[config.mk]
export PLATFORM = sky130hd
export DESIGN_NAME = conv_mac_acc
export DESIGN_NICKNAME = d
export VERILOG_FILES = /design/src/rtl/conv_mac_pkg.sv /design/src/rtl/mac_sat_add.sv /design/src/rtl/conv_mac_acc.sv
export SDC_FILE = /design/constraint.sdc
export NUM_CORES = 1
export LEC_CHECK = 0
export CORE_ASPECT_RATIO = 0.7
export CORE_MARGIN = 2
export CORE_UTILIZATION = 35
export DETAILED_ROUTE_END_ITERATION = 16
export SLEW_MARGIN = 40
export SYNTH_ARGS = -nofsm -noshare
export SYNTH_HDL_FRONTEND = slang
export SYNTH_SLANG_ARGS = --single-unit
export TNS_END_PERCENT = 5
[constraint.sdc]
create_clock -name clk -period 3.7 [get_ports clk]
set_clock_uncertainty 0.05 [all_clocks]
set_input_delay 0.555 -clock clk [delete_from_list [all_inputs] [get_ports clk]]
set_output_delay 0.555 -clock clk [all_outputs]
set_load 0.02 [all_outputs]
[src/rtl/conv_mac_pkg.sv]
// conv_mac_pkg: shared state type, default widths and accumulate helpers for conv_mac_acc
package conv_mac_pkg;

    typedef enum logic [1:0] {IDLE, RUN, DONE} state_t;

    localparam int ACC_W_DEF = 24;
    localparam int LEN_W_DEF = 8;
    localparam int MAX_W     = 64;

    typedef logic [MAX_W-1:0] wide_t;

    // Callers truncate the result to their accumulator width.
    function automatic wide_t sext16(input logic [15:0] prod);
        return wide_t'(signed'(prod));
    endfunction

    // Returns {sum, ovf} for a w-bit signed add. Only bits below w of a and b matter.
    function automatic logic [MAX_W:0] sat_add(input wide_t a, input wide_t b, input int w, input logic sat);
        wide_t s, msb, hi;
        logic  sa, sb, ss, ovf;
        s   = a + b;
        msb = wide_t'(1) << (w - 1);
        hi  = msb - wide_t'(1);
        sa  = |(a & msb);
        sb  = |(b & msb);
        ss  = |(s & msb);
        ovf = (sa == sb) && (ss != sa);
        if (ovf && sat) s = sa ? ~hi : hi;
        return {s, ovf};
    endfunction

endpackage

[src/rtl/mac_sat_add.sv]
// mac_sat_add: ACC_W-bit signed adder with overflow detect and optional clamp
module mac_sat_add
    import conv_mac_pkg::*;
#(
    parameter int ACC_W = ACC_W_DEF,
    parameter bit SAT   = 1'b1
) (
    input  logic [ACC_W-1:0] a,
    input  logic [ACC_W-1:0] b,
    output logic [ACC_W-1:0] sum,
    output logic             ovf
);

    assign sum = ACC_W'(sat_add(wide_t'(a), wide_t'(b), ACC_W, SAT) >> 1);
    assign ovf = 1'(sat_add(wide_t'(a), wide_t'(b), ACC_W, SAT));

endmodule

[src/rtl/conv_mac_acc.sv]
// conv_mac_acc: streaming signed 8x8 multiply-accumulate with an external multiplier
module conv_mac_acc
    import conv_mac_pkg::*;
#(
    parameter int ACC_W = ACC_W_DEF,
    parameter int LEN_W = LEN_W_DEF,
    parameter int SAT   = 1
) (
    input  logic             clk,
    input  logic             rst_n,
    input  logic             start,
    input  logic [LEN_W-1:0] len,
    input  logic             in_valid,
    output logic             in_ready,
    input  logic [7:0]       in_a,
    input  logic [7:0]       in_b,
    output logic [7:0]       mul_a,
    output logic [7:0]       mul_b,
    input  logic [15:0]      mul_o,
    output logic             out_valid,
    input  logic             out_ready,
    output logic [ACC_W-1:0] out_sum,
    output logic             out_ovf,
    output logic             busy
);

    state_t             state_q, state_d;
    logic [LEN_W-1:0]   cnt_q, cnt_d;
    logic [7:0]         mul_a_q, mul_a_d, mul_b_q, mul_b_d;
    logic               s1_v_q, s1_v_d, s2_v_q, s2_v_d;
    logic [15:0]        prod_q, prod_d;
    logic [ACC_W-1:0]   acc_q, acc_d, prod_ext, add_sum;
    logic               ovf_q, ovf_d, add_ovf, accept;

    assign in_ready  = (state_q == RUN) && (cnt_q != '0);
    assign accept    = in_ready && in_valid;
    assign out_valid = state_q == DONE;
    assign busy      = state_q != IDLE;
    assign out_sum   = acc_q;
    assign out_ovf   = ovf_q;
    assign mul_a     = mul_a_q;
    assign mul_b     = mul_b_q;
    assign prod_ext  = ACC_W'(sext16(prod_q));

    mac_sat_add #(.ACC_W(ACC_W), .SAT(SAT != 0)) u_add (
        .a   (acc_q),
        .b   (prod_ext),
        .sum (add_sum),
        .ovf (add_ovf)
    );

    // Operand capture, product and accumulate pipeline plus the IDLE/RUN/DONE sequencing
    always_comb begin
        state_d = state_q;
        cnt_d   = accept ? cnt_q - 1'b1 : cnt_q;
        mul_a_d = accept ? in_a : mul_a_q;
        mul_b_d = accept ? in_b : mul_b_q;
        s1_v_d  = accept;
        s2_v_d  = s1_v_q;
        prod_d  = s1_v_q ? mul_o : prod_q;
        acc_d   = s2_v_q ? add_sum : acc_q;
        ovf_d   = ovf_q | (s2_v_q & add_ovf);
        case (state_q)
            IDLE: if (start) begin
                cnt_d   = len;
                acc_d   = '0;
                ovf_d   = 1'b0;
                state_d = (len != '0) ? RUN : DONE;
            end
            RUN:     state_d = (cnt_q == '0 && !s1_v_q && !s2_v_q) ? DONE : RUN;
            DONE:    state_d = out_ready ? IDLE : DONE;
            default: state_d = IDLE;
        endcase
    end

    // State and datapath registers, all cleared by the asynchronous reset
    always_ff @(posedge clk or negedge rst_n) begin
        if (!rst_n) begin
            state_q <= IDLE;
            cnt_q   <= '0;
            mul_a_q <= '0;
            mul_b_q <= '0;
            s1_v_q  <= 1'b0;
            s2_v_q  <= 1'b0;
            prod_q  <= '0;
            acc_q   <= '0;
            ovf_q   <= 1'b0;
        end else begin
            state_q <= state_d;
            cnt_q   <= cnt_d;
            mul_a_q <= mul_a_d;
            mul_b_q <= mul_b_d;
            s1_v_q  <= s1_v_d;
            s2_v_q  <= s2_v_d;
            prod_q  <= prod_d;
            acc_q   <= acc_d;
            ovf_q   <= ovf_d;
        end
    end

endmodule

==> flow_summary_export.csv <==
group,metric,value,unit
floorplan,dieArea,12430,sq um
finish,design.final.nets,584,
detailed_routing,vias,3332,
global_route,grt_usage,17.13,%
detailed_routing,route.top_layer_used,"met4",
detailed_routing,drt_iter0_drc,227,
worst_setup_path,worstPathArrival,3230,ps
synth,synthTopCellsByArea,"dfrtp_1 43%, ha_1 7.4%, nand2_1 6.9%",
global_route,grt_max_degree,35,
detailed_routing,viasPerCell,4.958,
sta,maxSlewViolCount,0,
finish,drive_above_1_share,11.56,%
worst_setup_path,critPathLaunchType,"flop",
worst_setup_path,rr_worst_depth,10,
detailed_routing,wl_met1,5.091,mm
synth,ys.warnings.count,0,
floorplan,core.rowCount,32,
place,gp_congestion,0.8362,
pwr,p_seq_share,24.3,%
clock_network,insertion_delay,330,ps
clock_network,clockBufferDepth,2,
floorplan,fp.coreArea,11130,sq um
sta,rsz0062_at_grt,"false",
floorplan,die_w,132.4,microns
synth,yosysMostFrequentCell,"nand2_1",
sta,tns,0,ps
synth,synthArstFlopShare,100.0,%
synth,yosys.area.top_type,"dfrtp_1",
floorplan,ios,89,
worst_setup_path,rrSetupSlack,640,ps
synth,netlist.area_leader.share,42.75,%
clock_network,clk_pin_slew_worst_paths,60,ps
sta,holdWs,73.03,ps
place,port_buffers,88,
sta,relSlewSlack,57.50,%
clock_network,cts_resized,0,
detailed_routing,met3_length,491,microns
clock_network,cts_sinks,69,
synth,synth_area,4039,sq um
min_path,hold_path_class,"in2async",
place,dp_hpwl,7.309,mm
sta,fin_crit_sh,82.70,%
clock_network,clock-root-buffer,"clkbuf_16",
worst_setup_path,worstSetupEndpointType,"flop",
finish,syn_to_final_growth,32.68,%
synth,avgSynthCellArea,9.481,sq um
sta,setup_violations,0,
global_route,first_global_vias,3301,
sta,tightest_slew,636.7,ps
synth,synth_common_cells,"74 x nand2_1, 69 x dfrtp_1, 35 x nor2_1",
outcome,status,"finished, final reports clean",
synth,synth_cells,426,
sta,fmax,326.8,MHz
pwr,leakage,0.002310,uW
pwr,intPower,3337,uW
pwr,power_density,1105,nW/um^2
flow_run,drv_cap,0,
floorplan,die_y,93.88,microns
clock_network,cts_setup_buffers,0,
sta,fin_crit,3060,ps
clock_network,cts_tree,"done",
synth,synth_ff_type,"dfrtp_1",
detailed_routing,ant_nets,0,
pwr,switching_power,2583,uW
pwr,swShare,43.63,%
detailed_routing,drt-pass1-iter-count,4,
global_route,antenna_found_initial,0,
synth,ys_types,57,
detailed_routing,met2_length,4.228,mm
synth,ys_seq_elements,69,
synth,synth_nets,496,
synth,synth-edff-count,0,
worst_setup_path,required,3870,ps
detailed_routing,wl_per_cell,14.69,microns
global_route,overflow,0,
worst_setup_path,rr_endpoint,"out_sum[22]$_DFF_PN0_",
clock_network,htreeDepth,3,
detailed_routing,remaining_drc_errors,0,
clock_network,holdBufCountCts,0,
worst_setup_path,path_class,"reg2reg",
synth,synth-seq-area-share,42.75,%
clock_network,cts_buffers,9,
worst_setup_path,r2r-start,"out_sum[0]$_DFF_PN0_",
pwr,combPwrFrac,61.3,%
pwr,p_clk_share,14.3,%
finish,diodes,0,
sta,finalHoldViolCount,0,
floorplan,start_util,36.29,%
detailed_routing,postRouteWirelength,9.875,mm
worst_setup_path,crit_fanout,3,
pwr,max-vdd-ir-drop,384.0,uV
global_route,grt_pass1_wl,16.96,mm
## how the worst max path moves through the flow
stage                                 from                     to  slack [ps]  cells past startpoint
floorplan           prod_q[15]$_DFFE_PN0P_   out_sum[9]$_DFF_PN0_        1040                     10
global placement      out_sum[0]$_DFF_PN0_  out_sum[22]$_DFF_PN0_         740                     10
detailed placement  prod_q[15]$_DFFE_PN0P_  out_sum[16]$_DFF_PN0_         700                      9
CTS                 prod_q[15]$_DFFE_PN0P_  out_sum[16]$_DFF_PN0_         700                      9
global route        prod_q[15]$_DFFE_PN0P_  out_sum[19]$_DFF_PN0_         390                      9
finish                out_sum[0]$_DFF_PN0_  out_sum[22]$_DFF_PN0_         640                     10
## area by class of cell
| class | instances | area [sq um] |
|---|---|---|
| Tap cell | 153 | 191.4 |
| Fill cell | 1068 | 5772 |
| Multi-Input combinational cell | 331 | 2191 |
| Sequential cell | 69 | 1728 |
| Clock buffer | 12 | 246.5 |
| Inverter | 9 | 33.78 |
| Timing Repair Buffer | 94 | 920.9 |
| Clock inverter | 4 | 47.55 |
## cell families (layout without fill, tap and decap cells)
family | count (synthesis) | after routing | share of synthesized area [%]
xor+xnor | 26 | 26 | 5.638
fa+ha+maj | 25 | 25 | 7.931
simple gates | 161 | 161 | 18.68
compound gates | 103 | 103 | 17.47
mux | 16 | 16 | 4.461
flops | 69 | 69 | 42.75
buf+inv | 26 | 119 | 3.067
## flip-flops by register name, indices dropped and copies added (netlist names)
| register | count |
|---|---|
| s2_v_q | 1 |
| state_q | 2 |
| mul_a | 8 |
| out_sum | 24 |
| s1_v_q | 1 |
| out_ovf | 1 |
| cnt_q | 8 |
| mul_b | 8 |
| prod_q | 16 |
## worst max-delay path, cell delays in order, from the launching register on
cell and delay, ps:
dfrtp_1 390, ha_1 260, fa_1 420, a21oi_1 230, o211ai_1 160, nand3_1 200, a21oi_1 90, a2111oi_0 530
o21ai_0 210, xor2_1 180, o221a_1 210
## power by group through the flow
stage	Clock (uW)	Combinational, uW	Sequential [uW]
4_1_cts	878	3640	1450
3_5_place_dp	0	3610	1460
3_3_place_gp	0	3600	1440
2_1_floorplan	0	2400	1630
6_report	848	3630	1440
5_1_grt	915	4060	1500
## per-stage QoR
stage                     worst slack [ps]  cells  area, sq um  total power [uW]  util [%]
after global placement               737.0    656         5064              5043     45.49
after CTS                            696.2    672         5358              5962     48.13
after floorplan                       1043    426         4039              4032         -
after detailed placement             696.1    656         5064              5068     45.49
final                                640.2    672         5359              5920     48.15
after global routing                 389.2    672         5359              6478     48.15
## metal layers
metal	vias up	track usage [%]
met3	5	5.070
met1	1583	24.50
met4	0	5.197
li1	1686	-
met2	58	24.87
met5	-	0
## layout by cell type (no fill, tap or decap), drive strengths merged, types with 9 or more instances in the layout
| cell type | Yosys | final |
|---|---|---|
| mux2 | 16 | 16 |
| ha | 24 | 24 |
| o21ai | 22 | 22 |
| dfrtp | 69 | 69 |
| nor2 | 35 | 35 |
| xnor2 | 19 | 19 |
| inv | 9 | 9 |
| nor3 | 19 | 19 |
| nand2 | 75 | 75 |
| clkdlybuf4s50 | 0 | 87 |
| clkbuf | 9 | 12 |
| a21oi | 40 | 40 |
No activity file was read; power rests on OpenSTA's default activity.
